===== src/rtl/mul_pkg.sv =====
// mul_pkg: shared widths, operand/product types and the controller state encoding
package mul_pkg;
   localparam int MUL_WIDTH = 16;
   typedef logic [MUL_WIDTH-1:0] operand_t;
   typedef logic [2*MUL_WIDTH-1:0] product_t;
   typedef enum logic [1:0] {S_IDLE, S_LOAD_A, S_LOAD_B, S_DEC} State;
endpackage


===== src/rtl/mul_datapath_if.sv =====
// mul_datapath_if: operand/control bus from controlpath plus the product valid/ready slice
interface mul_datapath_if import mul_pkg::*; #(parameter int WIDTH = MUL_WIDTH);
   logic [WIDTH-1:0] data_in;
   logic loadA, loadB, decB, zero;
   logic [2*WIDTH-1:0] res_data;
   logic res_valid, res_ready, overrun;
   modport master(output data_in, loadA, loadB, decB, res_ready, input zero, res_data, res_valid, overrun);
   modport slave(input data_in, loadA, loadB, decB, res_ready, output zero, res_data, res_valid, overrun);
endinterface


===== src/rtl/mul_down_counter.sv =====
// mul_down_counter: loadable counter that decrements only while non-zero, so it never wraps
module mul_down_counter #(parameter int WIDTH = 16) (
   input  logic clk,
   input  logic rst,
   input  logic load,
   input  logic dec,
   input  logic [WIDTH-1:0] d,
   output logic [WIDTH-1:0] q,
   output logic is_zero
);
   assign is_zero = q == '0;
   always_ff @(posedge clk)
      if (rst) q <= '0;
      else if (load) q <= d;
      else if (dec && !is_zero) q <= q - 1'b1;
endmodule


===== src/rtl/mul_datapath.sv =====
// mul_datapath: repeat-add multiplier datapath (A, B counter, accumulator P) with a one-deep product slice
module mul_datapath import mul_pkg::*; #(parameter int WIDTH = MUL_WIDTH) (
   input logic clk,
   input logic rst,
   mul_datapath_if.slave bus
);
   logic [WIDTH-1:0] a, b;
   logic [2*WIDTH-1:0] p, res;
   logic captured, valid, ovr, zero, iter, cap, free;
   assign iter = bus.decB && !bus.loadA && !bus.loadB;
   assign cap = iter && zero && !captured;
   assign free = !valid || bus.res_ready;
   assign bus.zero = zero;
   assign bus.res_data = res;
   assign bus.res_valid = valid;
   assign bus.overrun = ovr;
   mul_down_counter #(.WIDTH(WIDTH)) u_b (
      .clk(clk), .rst(rst), .load(bus.loadB), .dec(iter), .d(bus.data_in), .q(b), .is_zero(zero)
   );
   always_ff @(posedge clk)
      if (rst) begin
         a <= '0;
         p <= '0;
         res <= '0;
         captured <= 1'b0;
         valid <= 1'b0;
         ovr <= 1'b0;
      end else begin
         if (bus.loadA) begin
            a <= bus.data_in;
            p <= '0;
            captured <= 1'b0;
         end else begin
            if (iter && !zero) p <= p + {{WIDTH{1'b0}}, a};
            if (cap) captured <= 1'b1;
         end
         // a capture into a free slot wins over the handshake clearing valid
         if (cap && free) begin
            res <= p;
            valid <= 1'b1;
         end else if (valid && bus.res_ready) valid <= 1'b0;
         if (cap && !free) ovr <= 1'b1;
      end
endmodule


===== src/flat_wrapper.sv =====
// flat-port wrapper written by rule: the top's interface ports become plain ports
module mul_datapath_flat import mul_pkg::*;
#(parameter int WIDTH = MUL_WIDTH)
  (clk, rst, bus_data_in, bus_loadA, bus_loadB, bus_decB, bus_res_ready, bus_zero, bus_res_data, bus_res_valid, bus_overrun);
  mul_datapath_if #(.WIDTH(WIDTH)) bus_i ();
  input logic clk;
  input logic rst;
  input wire logic [$bits(bus_i.data_in)-1:0] bus_data_in;
  input wire logic [$bits(bus_i.loadA)-1:0] bus_loadA;
  input wire logic [$bits(bus_i.loadB)-1:0] bus_loadB;
  input wire logic [$bits(bus_i.decB)-1:0] bus_decB;
  input wire logic [$bits(bus_i.res_ready)-1:0] bus_res_ready;
  output wire logic [$bits(bus_i.zero)-1:0] bus_zero;
  output wire logic [$bits(bus_i.res_data)-1:0] bus_res_data;
  output wire logic [$bits(bus_i.res_valid)-1:0] bus_res_valid;
  output wire logic [$bits(bus_i.overrun)-1:0] bus_overrun;
  assign bus_i.data_in = bus_data_in;
  assign bus_i.loadA = bus_loadA;
  assign bus_i.loadB = bus_loadB;
  assign bus_i.decB = bus_decB;
  assign bus_i.res_ready = bus_res_ready;
  assign bus_zero = bus_i.zero;
  assign bus_res_data = bus_i.res_data;
  assign bus_res_valid = bus_i.res_valid;
  assign bus_overrun = bus_i.overrun;
  mul_datapath #(.WIDTH(WIDTH)) u_core (.clk(clk), .rst(rst), .bus(bus_i));
endmodule

===== config.mk =====
export PLATFORM = sky130hd
export DESIGN_NAME = mul_datapath_flat
export DESIGN_NICKNAME = d
export VERILOG_FILES = /design/src/rtl/mul_pkg.sv /design/src/rtl/mul_datapath_if.sv /design/src/rtl/mul_down_counter.sv /design/src/rtl/mul_datapath.sv /design/src/flat_wrapper.sv
export SDC_FILE = /design/constraint.sdc
export NUM_CORES = 1
export LEC_CHECK = 0
export BUFFER_PORTS_ARGS = -buffer_cell sky130_fd_sc_hd__buf_2
export CAP_MARGIN = 0
export CELL_PAD_IN_SITES_DETAIL_PLACEMENT = 1
export CELL_PAD_IN_SITES_GLOBAL_PLACEMENT = 1
export CORE_UTILIZATION = 39
export DETAILED_ROUTE_END_ITERATION = 10
export HOLD_SLACK_MARGIN = 0.1
export PLACE_DENSITY_LB_ADDON = 0.1
export SYNTH_ARGS = -nofsm -noshare
export SYNTH_HDL_FRONTEND = slang
export SYNTH_SLANG_ARGS = --single-unit

===== constraint.sdc =====
create_clock -name clk -period 2.4 [get_ports clk]
set_input_delay 0.24 -clock clk [delete_from_list [all_inputs] [get_ports clk]]
set_output_delay 0.24 -clock clk [all_outputs]
set_load 0.05 [all_outputs]

Yosys cells after proc, flatten, opt, wreduce, memory -nomap -nowiden
Cells that the tools add are included.

Register bits after elaboration: 99. Bits of input ports: 22. Output and inout port bits: 35. Word-level logic and storage cells: 32.

Add/sub/neg operators: 2. Mux-type cells: 4. Reduce and logical (&&, ||, !) cells: 19.

Operators with widths (number): $add 32x16->32 (1); $mux 16 (2); $logic_not 16->1 (1); $sub 16x1->16 const B (1); $logic_and 1x1->1 (8); $logic_not 1->1 (6); $reduce_bool 2->1 (2); $mux 1 (2); $reduce_or 2->1 (1); $logic_or 1x1->1 (1).

Longest topological paths before layout
Word-level depth: 7. Mapped depth: 11. Depth with buffers taken out: 9.

Hierarchy
Synthesis repeated with hierarchy kept, for this count alone.

Cells, all modules: 600. Area, all modules: 4907.2 um2.

By module, submodules not included: mul_datapath (times used 1, cells each 486, area an instance 3962.6 um2, seq. area each 1661.6 um2); mul_down_counter (times used 1, cells each 114, area an instance 944.7 um2, seq. area each 320.3 um2).

Worst setup path before layout
No wires, ideal clock.

Path type: flip-flop to flip-flop. Start: register u_core.u_b.q[0]. End: register u_core.res[26], in the netlist u_core.bus.res_data[26]. Library setup time: 0.138 ns. Arrival time: 2.453 ns. Data required time: 2.262 ns. Path slack: -0.190 ns. Cell stages (with the launch flop): 11. Buffers on the path: 3. Clock period less this slack: 2.590 ns. Path through: dfxtp_1 inv_1 ha_1 or4b_2 or4_4 buf_6 or4_4 buf_6 buf_6 nand2_2 a21oi_2.

Word-level cells in the longest chain between the ends: 4.

RTL lines: start, declared (line mul_down_counter.sv:8) `output logic [WIDTH-1:0] q,`; start signal, assigned (line mul_down_counter.sv:15) `else if (dec && !is_zero) q <= q - 1'b1;`; $logic_not 16->1 (line mul_down_counter.sv:11) `assign is_zero = q == '0;`; $logic_and 1x1->1 (2 in a row) (line mul_datapath.sv:11) `assign cap = iter && zero && !captured;`; $logic_and 1x1->1 (line mul_datapath.sv:38) `if (cap && free) begin`; end signal, assigned (line mul_datapath.sv:39) `res <= p;`; end, declared (line mul_datapath.sv:8) `logic [2*WIDTH-1:0] p, res;`.

Every way passes these cells. A chain may end at the register's enable or synchronous reset.

Worst setup path in the final report
Start: register u_core.u_b.q[7]. End: register u_core.res[8], in the netlist u_core.bus.res_data[8].

The elaborated chain is that of the path after synthesis.

==> metrics.txt <==
root buf cell clkbuf_16; CP cell instances or4_4 -> or4_4 -> or4_4 -> buf_12 -> nand2_1 -> a21oi_1; routability congestion estimate 0.827; WL final about 14000 um; CP endpoint kind flip-flop; WP buf/inv 1; startpoint types flip-flop; top post-synthesis cells by area dfxtp_1, nand2_1, a21oi_1; post-route minimum period 2.44 ns; initial antenna violation count 0; final hold violation count 0; I/O pins 57; first-pass GRT wire length ~23000 um; RSZ-0062 raised after global routing yes; detailed-route via count 4400; worst skew pair latency approximately 0.35 ns; register area share after synthesis between 40% and 50%; Final Skew 0.00845 ns; final cycle utilization of the critical path 102%; post-synthesis instance area 4840 um^2; DR iter-0 viols 132; ys async rst share 0%; leak pwr 2.46 nW; Clock Power Share between 40% and 50%; setup ws final -0.0390 ns; cells after synthesis 583; worst vdd ir 295 uV; post-synth top area share approximately two fifths; P_sw 0.000902 W; antenna cells 0; Critical Path AT 2.63 ns; synth warn 0; final hold slack approximately 0.14 ns; CP startpoint u_core.u_b.q[7]; hold wc startpoint bus_data_in[11]; cell family with most CP delay simple AND/OR/NAND/NOR gates; R2R depth 6; clock-pin slew on the worst setup and hold paths 0.07 ns; Hold Path Stages 3; TritonRoute pass-1 iters 4; Core Footprint ~12000 um^2; max incr delay on CP ~0.60 ns; final setup violation count 23; Routed Antenna Nets 0; Initial Util between 40% and 50%; chip width 113 um; clock buffer depth 2; die height 113 um; worst r2r src u_core.u_b.q[7]; EDFF count, synth 0; crit-path max FO 32; Yosys top cell by area dfxtp_1; Top cell by count, worst path or4_4; largest net degree at the start of global routing 67; Rows 40; Net Sw Frac 23.8%; CTS tree built; Worst Path Required 2.60 ns; critical path depth in cells 6; maxcap violations 0; DIE AREA 12800 um^2; post-DR wirelength/cell 16.7 um; max-slew violation count 0; Syn Nets around 620; sequential power share 45.1%; status complete, but fails checks; GRT Residual Overflow 0; clk sinks 99; hold crit path type input pin to flip-flop; vias in the first global route roughly 4600; total CTS buffers 9; Synth Area per Inst just over 8 um^2; Unique masters post-synth 55; fmax 410 MHz; pre-CTS setup slack -0.159 ns; Synth Flop Type dfxtp_1; layout cell share with drive strength beyond 1 between 20% and 30%; Critical Path Slowest Stage Cell or4_4; relative slew slack 47.5%; setup tns final -0.608 ns; GRT Overall Usage 23.1%; critical path type flip-flop to flip-flop; Synth Register Bits a little under 100; failing checks setup timing; Area Growth Syn to Fin 27.2%; I/O Buffers 56; H-tree Lvls 3; measured slew at the worst slew-check pin 0.788 ns; placed wire-length estimate 10100 um; Internal 0.00289 W; combinational share of power 10.1%; Power Dens Cells 616 nW/um^2; DRC errors left 0; DR vias/cell between 5 and 6; NumNets Final 712
-- power groups by stage --
stage | clock network (W) | registers (W) | logic [W]
after floorplan | 0 | 0.00174 | 0.000224
after global placement | 0 | 0.00174 | 0.000350
after detailed placement | 0 | 0.00175 | 0.000357
after CTS | 0.00173 | 0.00171 | 0.000368
after global routing | 0.00179 | 0.00171 | 0.000420
final | 0.00170 | 0.00171 | 0.000382
-- metrics by stage --
step / area [um^2] / utilization (%) / total power, W / instances
final: 6150 / 51.0 / 0.00379 / 844
after global routing: 6150 / 51.0 / 0.00393 / 844
after CTS: 5990 / 49.6 / 0.00381 / 840
after detailed placement: 5580 / 46.2 / 0.00210 / 822
after global placement: 5580 / 46.2 / 0.00210 / 822
after floorplan: 4890 / - / 0.00197 / 583
-- synthesized netlist by cell type (all sizes together) (2+ instances only) --
cell type / n
dfxtp: 99
clkbuf: 15
or3b: 2
mux2i: 17
nor3: 15
inv: 7
o211ai: 4
buf: 18
or2: 5
and3: 4
nand3: 21
nor2b: 3
or3: 2
nand4: 5
nor4: 6
o2111ai: 2
xnor2: 24
nand2: 103
ha: 18
a211o: 2
xor2: 4
a221oi: 5
or4: 5
a211oi: 8
a21o: 7
nand2b: 3
o21ai: 14
a31oi: 4
a21oi: 74
nor2: 68
o311ai: 2
and4: 2
-- placed cells by master, fill, tap and decap left out, drive strengths merged, types with 6 or more instances in the layout --
cell,netlist,routed
a21o,7,7
xnor2,24,24
nor2,68,68
buf,18,110
nand2,103,103
a211oi,8,8
ha,18,18
a21oi,74,74
nor4,6,6
mux2i,17,17
dfxtp,99,99
nand3,21,21
inv,7,8
clkbuf,15,10
nor3,15,15
o21ai,14,14
-- flip-flops by register name, indices dropped and copies added (netlist names) --
name	count
u_core.a	16
u_core.bus.overrun	1
u_core.bus.res_data	32
u_core.bus.res_valid	1
u_core.captured	1
u_core.p	32
u_core.u_b.q	16
-- worst paths after layout --
path                             endpoint  slack, ns
setup reg to reg   u_core.bus.res_data[8]      -0.04
hold reg to reg   u_core.bus.res_data[10]       0.45
setup / recovery   u_core.bus.res_data[8]      -0.04
hold / removal               u_core.a[11]       0.14
-- area by class of cell --
class                   count  area (um^2)
flip-flops and latches     99         1990
clock buffers              10          239
clock inverters             6          111
inverters                   7         26.3
repair buffers            110          734
fillers                  1424         5910
multi-input cells         444         2850
well taps                 168          210
-- worst register-to-register path: stages (launching register included) --
cell	delay, ns
dfxtp_1	0.32
or4_4	0.55
or4_4	0.60
or4_4	0.46
buf_12	0.19
nand2_1	0.11
a21oi_1	0.06
-- cell families after synthesis --
group | share of synthesized area (%)
AOI/OAI and AO/OA | 17.3
xor gates and xnor gates | 5.07
adders and majority gates | 5.07
buffers and inverters | 4.06
DFF | 41.0
muxes | 3.52
and+or+nand+nor | 24.0
-- timing repair --
item | CTS | global route
pin swaps | 5 | 13
endpoints found under the setup margin | 59 | 63
gates resized for setup | 9 | 28
setup buffers | 2 | 4
hold buffers | 0 | 0
-- routing by layer --
layer | vias to the layer above | wire length, um | GRT usage (%)
li1 | 2211 | - | -
met3 | 12 | 251 | 3.00
met5 | - | 0 | 0
met2 | 53 | 7070 | 41.2
met4 | 0 | 214 | 7.98
met1 | 2124 | 6530 | 28.6
Power figures use the tool's default switching activity.
